===== src/rtl/pipeline_hazard_ctrl_if.sv =====
// Control/status bundle between the hazard sequencer and the 5-stage pipeline datapath.
// The sequencer takes the slave side; the CPU top (or bench) takes the master side.
interface pipeline_hazard_ctrl_if #(
    parameter int REG_AW = 5,
    parameter int CNT_W  = 32
);
    logic              start_i;
    logic [REG_AW-1:0] id_rs1_i;
    logic [REG_AW-1:0] id_rs2_i;
    logic              idex_memrd_i;
    logic [REG_AW-1:0] idex_rd_i;
    logic              branch_tk_i;
    logic              mem_req_i;
    logic              mem_ready_i;
    logic              pc_write_o;
    logic              ifid_write_o;
    logic              ifid_flush_o;
    logic              idex_bubble_o;
    logic              pipe_hold_o;
    logic              err_o;
    logic [1:0]        state_o;
    logic [CNT_W-1:0]  stall_cnt_o;
    logic [CNT_W-1:0]  flush_cnt_o;
    logic [CNT_W-1:0]  wait_cnt_o;

    modport slave (
        input  start_i, id_rs1_i, id_rs2_i, idex_memrd_i, idex_rd_i,
               branch_tk_i, mem_req_i, mem_ready_i,
        output pc_write_o, ifid_write_o, ifid_flush_o, idex_bubble_o, pipe_hold_o,
               err_o, state_o, stall_cnt_o, flush_cnt_o, wait_cnt_o
    );

    modport master (
        output start_i, id_rs1_i, id_rs2_i, idex_memrd_i, idex_rd_i,
               branch_tk_i, mem_req_i, mem_ready_i,
        input  pc_write_o, ifid_write_o, ifid_flush_o, idex_bubble_o, pipe_hold_o,
               err_o, state_o, stall_cnt_o, flush_cnt_o, wait_cnt_o
    );
endinterface


===== src/rtl/pipeline_hazard_ctrl.sv =====
// Pipeline hazard sequencer: load-use stalls, branch flushes, data-memory waits, watchdog.
// Define HAZARD_PERF_CNT_EN to build the saturating stall/flush/wait counters.
module pipeline_hazard_ctrl #(
    parameter int REG_AW   = 5,
    parameter int CNT_W    = 32,
    parameter int MAX_WAIT = 16
) (
    input logic                   clk_i,
    input logic                   rst_i,
    pipeline_hazard_ctrl_if.slave hz
);
    localparam int WW = $clog2(MAX_WAIT) + 1;

    typedef enum logic [1:0] {IDLE = 2'b00, RUN = 2'b01, MEM_WAIT = 2'b10, HALT = 2'b11} state_t;

    state_t            state_q, state_d;
    logic [WW-1:0]     wcnt_q, wcnt_d;
    logic              err_q, err_set;
    logic              pc_write, ifid_write, ifid_flush, idex_bubble, pipe_hold;
    logic              inc_stall, inc_flush, inc_wait;
    logic              memwait, loaduse;
    logic [REG_AW-1:0] rd;

    assign rd      = hz.idex_rd_i;
    assign memwait = hz.mem_req_i & ~hz.mem_ready_i;
    assign loaduse = hz.idex_memrd_i & (rd != '0) &
                     ((rd == hz.id_rs1_i) | (rd == hz.id_rs2_i));

    always_ff @(posedge clk_i or negedge rst_i) begin
        if (!rst_i) begin
            state_q <= IDLE;
            wcnt_q  <= '0;
            err_q   <= 1'b0;
        end else begin
            state_q <= state_d;
            wcnt_q  <= wcnt_d;
            if (err_set) err_q <= 1'b1;
        end
    end

    always_comb begin
        state_d     = state_q;
        wcnt_d      = wcnt_q;
        err_set     = 1'b0;
        pc_write    = 1'b0;
        ifid_write  = 1'b0;
        ifid_flush  = 1'b0;
        idex_bubble = 1'b0;
        pipe_hold   = 1'b0;
        inc_stall   = 1'b0;
        inc_flush   = 1'b0;
        inc_wait    = 1'b0;
        case (state_q)
            IDLE: begin
                idex_bubble = 1'b1;
                if (hz.start_i) state_d = RUN;
            end
            RUN: begin
                // A pending memory access must complete even if start_i drops.
                if (memwait) begin
                    pipe_hold = 1'b1;
                    state_d   = MEM_WAIT;
                    wcnt_d    = WW'(1);
                end else begin
                    if (loaduse) begin
                        idex_bubble = 1'b1;
                        inc_stall   = 1'b1;
                    end else begin
                        pc_write   = 1'b1;
                        ifid_write = 1'b1;
                        if (hz.branch_tk_i) begin
                            ifid_flush = 1'b1;
                            inc_flush  = 1'b1;
                        end
                    end
                    if (!hz.start_i) state_d = IDLE;
                end
            end
            MEM_WAIT: begin
                inc_wait = 1'b1;
                wcnt_d   = wcnt_q + 1'b1;
                if (hz.mem_ready_i) begin
                    pc_write   = 1'b1;
                    ifid_write = 1'b1;
                    state_d    = RUN;
                end else begin
                    pipe_hold = 1'b1;
                    if (wcnt_q == WW'(MAX_WAIT - 1)) begin
                        state_d = HALT;
                        err_set = 1'b1;
                    end
                end
            end
            default: begin
                idex_bubble = 1'b1;
                pipe_hold   = 1'b1;
            end
        endcase
    end

    assign hz.pc_write_o    = pc_write;
    assign hz.ifid_write_o  = ifid_write;
    assign hz.ifid_flush_o  = ifid_flush;
    assign hz.idex_bubble_o = idex_bubble;
    assign hz.pipe_hold_o   = pipe_hold;
    assign hz.err_o         = err_q;
    assign hz.state_o       = state_q;

`ifdef HAZARD_PERF_CNT_EN
    logic [CNT_W-1:0] stall_cnt, flush_cnt, wait_cnt;

    // Counters saturate so long runs never report a wrapped small value.
    always_ff @(posedge clk_i or negedge rst_i) begin
        if (!rst_i) begin
            stall_cnt <= '0;
            flush_cnt <= '0;
            wait_cnt  <= '0;
        end else begin
            if (inc_stall && stall_cnt != '1) stall_cnt <= stall_cnt + 1'b1;
            if (inc_flush && flush_cnt != '1) flush_cnt <= flush_cnt + 1'b1;
            if (inc_wait  && wait_cnt  != '1) wait_cnt  <= wait_cnt  + 1'b1;
        end
    end

    assign hz.stall_cnt_o = stall_cnt;
    assign hz.flush_cnt_o = flush_cnt;
    assign hz.wait_cnt_o  = wait_cnt;
`else
    logic unused_inc;
    assign unused_inc     = inc_stall ^ inc_flush ^ inc_wait;
    assign hz.stall_cnt_o = {CNT_W{1'b0}};
    assign hz.flush_cnt_o = {CNT_W{1'b0}};
    assign hz.wait_cnt_o  = {CNT_W{1'b0}};
`endif
endmodule


===== src/flat_wrapper.sv =====
// flat-port wrapper written by rule: the top's interface ports become plain ports
module pipeline_hazard_ctrl_flat 
#(
    parameter int REG_AW   = 5,
    parameter int CNT_W    = 32,
    parameter int MAX_WAIT = 16
)
  (clk_i, rst_i, hz_start_i, hz_id_rs1_i, hz_id_rs2_i, hz_idex_memrd_i, hz_idex_rd_i, hz_branch_tk_i, hz_mem_req_i, hz_mem_ready_i, hz_pc_write_o, hz_ifid_write_o, hz_ifid_flush_o, hz_idex_bubble_o, hz_pipe_hold_o, hz_err_o, hz_state_o, hz_stall_cnt_o, hz_flush_cnt_o, hz_wait_cnt_o);
  pipeline_hazard_ctrl_if #(.REG_AW(REG_AW), .CNT_W(CNT_W)) hz_i ();
  input logic clk_i;
  input logic rst_i;
  input wire logic [$bits(hz_i.start_i)-1:0] hz_start_i;
  input wire logic [$bits(hz_i.id_rs1_i)-1:0] hz_id_rs1_i;
  input wire logic [$bits(hz_i.id_rs2_i)-1:0] hz_id_rs2_i;
  input wire logic [$bits(hz_i.idex_memrd_i)-1:0] hz_idex_memrd_i;
  input wire logic [$bits(hz_i.idex_rd_i)-1:0] hz_idex_rd_i;
  input wire logic [$bits(hz_i.branch_tk_i)-1:0] hz_branch_tk_i;
  input wire logic [$bits(hz_i.mem_req_i)-1:0] hz_mem_req_i;
  input wire logic [$bits(hz_i.mem_ready_i)-1:0] hz_mem_ready_i;
  output wire logic [$bits(hz_i.pc_write_o)-1:0] hz_pc_write_o;
  output wire logic [$bits(hz_i.ifid_write_o)-1:0] hz_ifid_write_o;
  output wire logic [$bits(hz_i.ifid_flush_o)-1:0] hz_ifid_flush_o;
  output wire logic [$bits(hz_i.idex_bubble_o)-1:0] hz_idex_bubble_o;
  output wire logic [$bits(hz_i.pipe_hold_o)-1:0] hz_pipe_hold_o;
  output wire logic [$bits(hz_i.err_o)-1:0] hz_err_o;
  output wire logic [$bits(hz_i.state_o)-1:0] hz_state_o;
  output wire logic [$bits(hz_i.stall_cnt_o)-1:0] hz_stall_cnt_o;
  output wire logic [$bits(hz_i.flush_cnt_o)-1:0] hz_flush_cnt_o;
  output wire logic [$bits(hz_i.wait_cnt_o)-1:0] hz_wait_cnt_o;
  assign hz_i.start_i = hz_start_i;
  assign hz_i.id_rs1_i = hz_id_rs1_i;
  assign hz_i.id_rs2_i = hz_id_rs2_i;
  assign hz_i.idex_memrd_i = hz_idex_memrd_i;
  assign hz_i.idex_rd_i = hz_idex_rd_i;
  assign hz_i.branch_tk_i = hz_branch_tk_i;
  assign hz_i.mem_req_i = hz_mem_req_i;
  assign hz_i.mem_ready_i = hz_mem_ready_i;
  assign hz_pc_write_o = hz_i.pc_write_o;
  assign hz_ifid_write_o = hz_i.ifid_write_o;
  assign hz_ifid_flush_o = hz_i.ifid_flush_o;
  assign hz_idex_bubble_o = hz_i.idex_bubble_o;
  assign hz_pipe_hold_o = hz_i.pipe_hold_o;
  assign hz_err_o = hz_i.err_o;
  assign hz_state_o = hz_i.state_o;
  assign hz_stall_cnt_o = hz_i.stall_cnt_o;
  assign hz_flush_cnt_o = hz_i.flush_cnt_o;
  assign hz_wait_cnt_o = hz_i.wait_cnt_o;
  pipeline_hazard_ctrl #(.REG_AW(REG_AW), .CNT_W(CNT_W), .MAX_WAIT(MAX_WAIT)) u_core (.clk_i(clk_i), .rst_i(rst_i), .hz(hz_i));
endmodule

===== config.mk =====
export PLATFORM = sky130hd
export DESIGN_NAME = pipeline_hazard_ctrl_flat
export DESIGN_NICKNAME = d
export VERILOG_FILES = /design/src/rtl/pipeline_hazard_ctrl_if.sv /design/src/rtl/pipeline_hazard_ctrl.sv /design/src/flat_wrapper.sv
export SDC_FILE = /design/constraint.sdc
export NUM_CORES = 1
export LEC_CHECK = 0
export BUFFER_PORTS_ARGS = -buffer_cell sky130_fd_sc_hd__buf_2
export CORE_UTILIZATION = 34
export DETAILED_ROUTE_END_ITERATION = 12
export MAX_ROUTING_LAYER = met4
export PLACE_DENSITY = 0.77
export SLEW_MARGIN = 0
export SYNTH_ARGS = -nofsm -noshare
export SYNTH_HDL_FRONTEND = slang
export SYNTH_SLANG_ARGS = --single-unit

===== constraint.sdc =====
create_clock -name clk_i -period 2 [get_ports clk_i]
set_clock_uncertainty 0.2 [all_clocks]
set_input_delay 0.4 -clock clk_i [delete_from_list [all_inputs] [get_ports clk_i]]
set_output_delay 0.4 -clock clk_i [all_outputs]
set_load 0.005 [all_outputs]

==> metrics.md, run 1 <==
| Metric | Value |
|---|---|
| Synthesized area per cell | 8.08 µm² |
| Post-place instance area | 1300 µm² |
| First-pass GRT wire length | 2.96 mm |
| Setup ws final | -151 ps |
| Number of global-route vias before repair | 708 |
| Die Height | 65.9 µm |
| Clock slew at reported path FFs | 40 ps |
| Seq/Total Area, Yosys | 14.4% |
| Post-synth ARST share | 100% |
| Clk_lat worst skew | 230 ps |
| Share of the synthesized area in the top cell type | 52.4% |
| Area contributors post-synth | buf_4 52%, dfrtp_1 14%, xnor2_1 6.3% |
| CTS Buf Count | 3 |
| VDD IR-drop max | 0.209 mV |
| Antenna fix cells | 0 |
| Final nets | 244 |
| Type of the worst setup path | input pin to primary output |
| Fin. Hold Viols | 0 |
| WL final | 2.19 mm |
| Standard-cell rows | 22 |
| RSZ-0062 raised after global routing | yes |
| Initial drt markers | 13 |
| Maximum operating frequency | 0.465 GHz |
| GP Congestion | 0.835 |
| Crit Path Max Fanout | 3 |
| Register bit total from synthesis | 8 |
| CTS tree | done |
| Tmin final | 2150 ps |
| WP buf/inv | 2 |
| ANT nets after route | 0 |
| Grt ovf | 0 |
| Status | finished with violations |
| Antenna violations before repair | 0 |
| I/O pin count | 126 |
| WL per Instance | 8.34 µm |
| Worst Setup End Kind | primary output |
| Synth Flop Type | dfrtp_1 |
| Final Cycle Share | 108% |
| Core Util, Final | 38.6% |
| Arrival @ worst endpoint | 1550 ps |
| DR vias | 953 |
| Core area | 3800 µm² |
| Total GRT Usage | 9.27% |
| Dominant cell type by area after synthesis | buf_4 |
| HP Class | flop to flop |
| Power Dens Cells | 322 nW/µm² |
| WHS | 276 ps |
| Die area | 4350 µm² |
| Tot Pwr | 0.473 mW |
| Largest net degree at the start of global routing | 9 |
| Post-place setup slack | -174 ps |
| Most common cell in the netlist | buf_4 |
| Vias/cell | 3.64 |
| Crit-path cells | buf_6, or4_4, o21a_4, a31oi_4, buf_2 |
| Startpoint Class | input pin |
| Chip width | 65.9 µm |
| DRC viols | 0 |
| I/O Buffers | 29 |
| Top cells by count, synth | 97 x buf_4, 10 x xnor2_1, 8 x dfrtp_1, 7 x nand2_1, 6 x ha_1 |
| Failing checks | setup timing |
| Number of enable flip-flop cells after synthesis | 0 |
| Cell area after layout | 1470 µm² |
| CP max-delay cell | or4_4 |
| LEAKAGE | 0.796 nW |
| WP data required | 1400 ps |
| Slew Limit Fails | 0 |
| Max-cap viol count | 0 |
| Initial Utilization | 36.6% |
| H-tree depth | 1 |
| Layout cells sized above 1 | 28.0% |
| Mapped cell area | 1390 µm² |
| Dpl hpwl | 1.75 mm |
| CTS Sinks | 8 |
| Cells after synthesis | 172 |
| Area growth, synth to finish | 5.58% |
| TritonRoute pass-1 iters | 6 |
| CTS Buffer Depth | 2 |
| Syn. warnings | 0 |
| Worst path max stage delay | 520 ps |
| Distinct cell type count after synthesis | 32 |
| CTS root buffer | clkbuf_8 |
| Crit path max-delay family | simple AND/OR/NAND/NOR gates |
| Final setup vio count | 5 |
-- kinds of logic (layout without fill, tap and decap cells) --
logic type / Yosys count / in the layout / synth area share [%]
multiplexers: 2 / 2 / 1.44
flip-flops: 8 / 8 / 14.4
AND/OR/NAND/NOR: 21 / 21 / 7.65
buffers and inverters: 104 / 51 / 54.4
adder cells (fa/ha/maj): 6 / 6 / 5.40
XOR/XNOR: 10 / 10 / 6.30
AO/OA/AOI/OAI: 20 / 20 / 10.2
other: 1 / 96 / 0.270
-- cells in the final DEF, fill, tap and decap left out, types with 2 or more instances in the layout --
cell type and n:
buf_2 27, nand2_1 7, nand2b_1 3, ha_4 3, mux2i_1 2, inv_1 3, o21ai_0 4, nand3_1 3
ha_1 3, a21oi_1 2, o2bb2ai_1 2, conb_1 96, buf_4 12, nor2_1 2, xnor2_1 10, clkbuf_8 3
dfrtp_1 7, buf_6 3
-- flip-flops by register name (all words and copies together), names as in the netlist --
register,count
u_core.hz.err_o,1
u_core.hz.state_o,2
u_core.wcnt_q,5
-- per-layer routing --
layer	part of all wire (%)	GRT usage (%)	up-vias	routed length (µm)
met1	32	9.19	422	709
met3	11	4.31	0	248
met4	0	1.60	0	0
met2	56	16.7	85	1230
met5	0	-	-	0
li1	-	-	446	-
-- cell type report --
cell class	instances	area (µm²)
Tap cell	48	60.1
Clock buffer	3	41.3
Sequential cell	8	201
Fill cell	397	2330
Timing Repair Buffer	43	269
Multi-Input combinational cell	155	875
Inverter	5	21.3
-- through the flow --
step | std cells | setup TNS [ps]
6_report | 262 | -561
3_3_place_gp | 256 | -471
4_1_cts | 261 | -641
5_1_grt | 262 | -794
2_1_floorplan | 267 | -6.76
3_5_place_dp | 256 | -577
-- what timing repair did --
item                                    CTS  global route
buffers inserted                          1             1
gates cloned                              0             0
endpoints found under the setup margin    5             7
pin swaps                                 5             0
hold buffers                              1             0
gates resized for setup                   6            14
hold endpoints to repair                  8             0
-- worst paths after layout --
| path | startpoint | end | slack (ps) | cells after the start |
|---|---|---|---|---|
| max | hz_idex_rd_i[3] | hz_pc_write_o | -150 | 5 |
| min | u_core.hz.err_o | u_core.hz.err_o | 280 | 1 |
| max reg2reg | u_core.wcnt_q[0] | u_core.hz.state_o[1] | 120 | 6 |
| min reg2reg | u_core.hz.err_o | u_core.hz.err_o | 280 | 1 |
| max in group asynchronous | rst_i | u_core.hz.state_o[0] | 1060 | 2 |
| min in group asynchronous | rst_i | u_core.hz.err_o | 350 | 2 |
-- report_power, final --
part	internal, mW	switching, mW
sequential	0.163	0
clock	0.130	0.0618
combinational	0.0431	0.0752
total	0.336	0.137
No activity file was read; power rests on OpenSTA's default activity.
==> run 2, diff against run 1 <==
GPL_TIMING_DRIVEN = 0   (was default)
RECOVER_POWER = 50   (was default)
==> run 2 against run 1 <==
Critical endpoint unchanged. Fmax shrank 2.5%. Die area is the same. Register-to-register slack lost 100 ps. Utilization grew 24 points. The run still ends with setup timing left.
==> metrics.md, run 2 (synthesis results as in run 1) <==
| Metric | Value |
|---|---|
| DR vias | 1287 |
| Chip width | 65.9 µm |
| Antenna fix cells | 0 |
| LEAKAGE | 1.42 nW |
| H-tree depth | 1 |
| First-pass GRT wire length | 4.53 mm |
| CTS Sinks | 8 |
| CTS root buffer | clkbuf_8 |
| Post-place setup slack | -252 ps |
| Die Height | 65.9 µm |
| Max-cap viol count | 0 |
| I/O pin count | 126 |
| Grt ovf | 0 |
| CTS tree | done |
| Final Cycle Share | 110% |
| Setup ws final | -206 ps |
| Crit-path cells | inv_4, ha_4, nand2_4, a21bo_4, a31oi_4, buf_6, buf_6 |
| WL final | 3.39 mm |
| HP Class | flop to flop |
| Clk_lat worst skew | 230 ps |
| Crit path max-delay family | flip-flops |
| Crit Path Max Fanout | 4 |
| Power Dens Cells | 258 nW/µm² |
| Type of the worst setup path | flop to primary output |
| CTS Buf Count | 3 |
| WP buf/inv | 3 |
| Fin. Hold Viols | 0 |
| Final setup vio count | 5 |
| Largest net degree at the start of global routing | 9 |
| Vias/cell | 3.47 |
| CP max-delay cell | dfrtp_2 |
| Die area | 4350 µm² |
| TritonRoute pass-1 iters | 4 |
| Standard-cell rows | 22 |
| Dpl hpwl | 2.18 mm |
| I/O Buffers | 29 |
| Number of global-route vias before repair | 1109 |
| Antenna violations before repair | 0 |
| Slew Limit Fails | 0 |
| DRC viols | 0 |
| Fill cells | 313 |
| Tot Pwr | 0.613 mW |
| Failing checks | setup timing |
| Most frequent CP cell | buf_6 |
| Clock slew at reported path FFs | 40 ps |
| Worst Setup End Kind | primary output |
| VDD IR-drop max | 0.172 mV |
| Cell area after layout | 2370 µm² |
| GP Congestion | 0.786 |
| ANT nets after route | 0 |
| Multi-input combinational cell area | 920 µm² |
| RSZ-0062 raised after global routing | yes |
| Area growth, synth to finish | 70.7% |
| Maximum operating frequency | 0.453 GHz |
| CTS Buffer Depth | 2 |
| Post-place instance area | 1960 µm² |
| Largest register FFs | 5 |
| Initial drt markers | 18 |
| Total GRT Usage | 14.1% |
| Worst path max stage delay | 440 ps |
| Final nets | 353 |
| Tmin final | 2210 ps |
| Status | finished with violations |
| Top reg by flops | u_core.wcnt_q |
| Core area | 3800 µm² |
| WP data required | 1400 ps |
| Initial Utilization | 36.6% |
| Arrival @ worst endpoint | 1610 ps |
| WL per Instance | 9.15 µm |
| Layout cells sized above 1 | 54.2% |
| Seq. cell area | 203 µm² |
| Startpoint Class | flop |
| Most frequent cells in the layout | 117 x buf_4, 96 x conb_1, 24 x buf_2, 10 x xnor2_1, 7 x buf_6 |
| Commonest non-fill, non-tap cell in the layout | buf_4 |
==> run 2: cell types whose count changed in the layout (fill, tap and decap cells not counted), sizes merged <==
cell / before / now
buf: 42 / 150
clkbuf: 3 / 4
==> run 2: path summary, 6_finish.rpt <==
kind	slack, ps	to	startpoint	depth (start not counted)
worst min register to register	270	u_core.hz.err_o	u_core.hz.err_o	1
worst max-delay path	-210	hz_pc_write_o	u_core.hz.state_o[1]	7
min in group asynchronous	420	u_core.wcnt_q[2]	rst_i	2
worst max register to register	20	u_core.hz.state_o[1]	u_core.hz.state_o[1]	6
worst min-delay path	270	u_core.hz.err_o	u_core.hz.err_o	1
max in group asynchronous	840	u_core.hz.state_o[1]	rst_i	2
==> run 2: worst register-to-register path, delay by kind of cell, from the launching register on <==
family | cells | cell delay [ps]
AOI/OAI and AO/OA | 1 | 120
DFF | 1 | 440
and+or+nand+nor | 1 | 400
muxes | 1 | 270
buffers and inverters | 2 | 280
adders and majority gates | 1 | 180
==> run 2: layout make-up <==
cell class,instances,area share (%)
Multi-Input combinational cell,155,38.7
Buffer,97,30.8
Timing Repair Buffer,55,16.6
Sequential cell,8,8.54
Tap cell,48,2.53
Clock buffer,3,1.74
Inverter,5,1.00
==> run 2: metal layers <==
| metal | global-route usage, % | vias up | share of wire, % | wire, µm |
|---|---|---|---|---|
| li1 | - | 667 | - | - |
| met1 | 12.1 | 525 | 34 | 1160 |
| met2 | 27.4 | 85 | 53 | 1790 |
| met3 | 3.97 | 10 | 9.8 | 331 |
| met4 | 6.91 | 0 | 3.3 | 112 |
| met5 | - | - | 0 | 0 |
==> run 2: what timing repair did <==
action                                 CTS  global route
hold buffers                             1             0
gates resized for setup                 27            17
setup buffers                           20             7
setup endpoints to repair                5            12
endpoints found under the hold margin    8             0
pin swaps                                3             4
cloned                                   0             0
==> run 2: power breakdown <==
part / switching (mW) / internal (mW) / leakage (nW) / total [mW]
combinational: 0.102 / 0.156 / 1.30 / 0.258
sequential: 0 / 0.163 / 0.0955 / 0.163
clock: 0.0627 / 0.130 / 0.0216 / 0.193
total: 0.165 / 0.449 / 1.42 / 0.613
==> run 2: stage by stage <==
step	TNS, ps	hold WS [ps]	instances	util (%)
after floorplan	-6.76	-95.6	267	-
after global placement	-777	50.8	344	51.6
after detailed placement	-742	54.2	344	51.6
after CTS	-1110	279	368	60.3
after global routing	-1080	305	371	62.5
final	-761	272	371	62.5
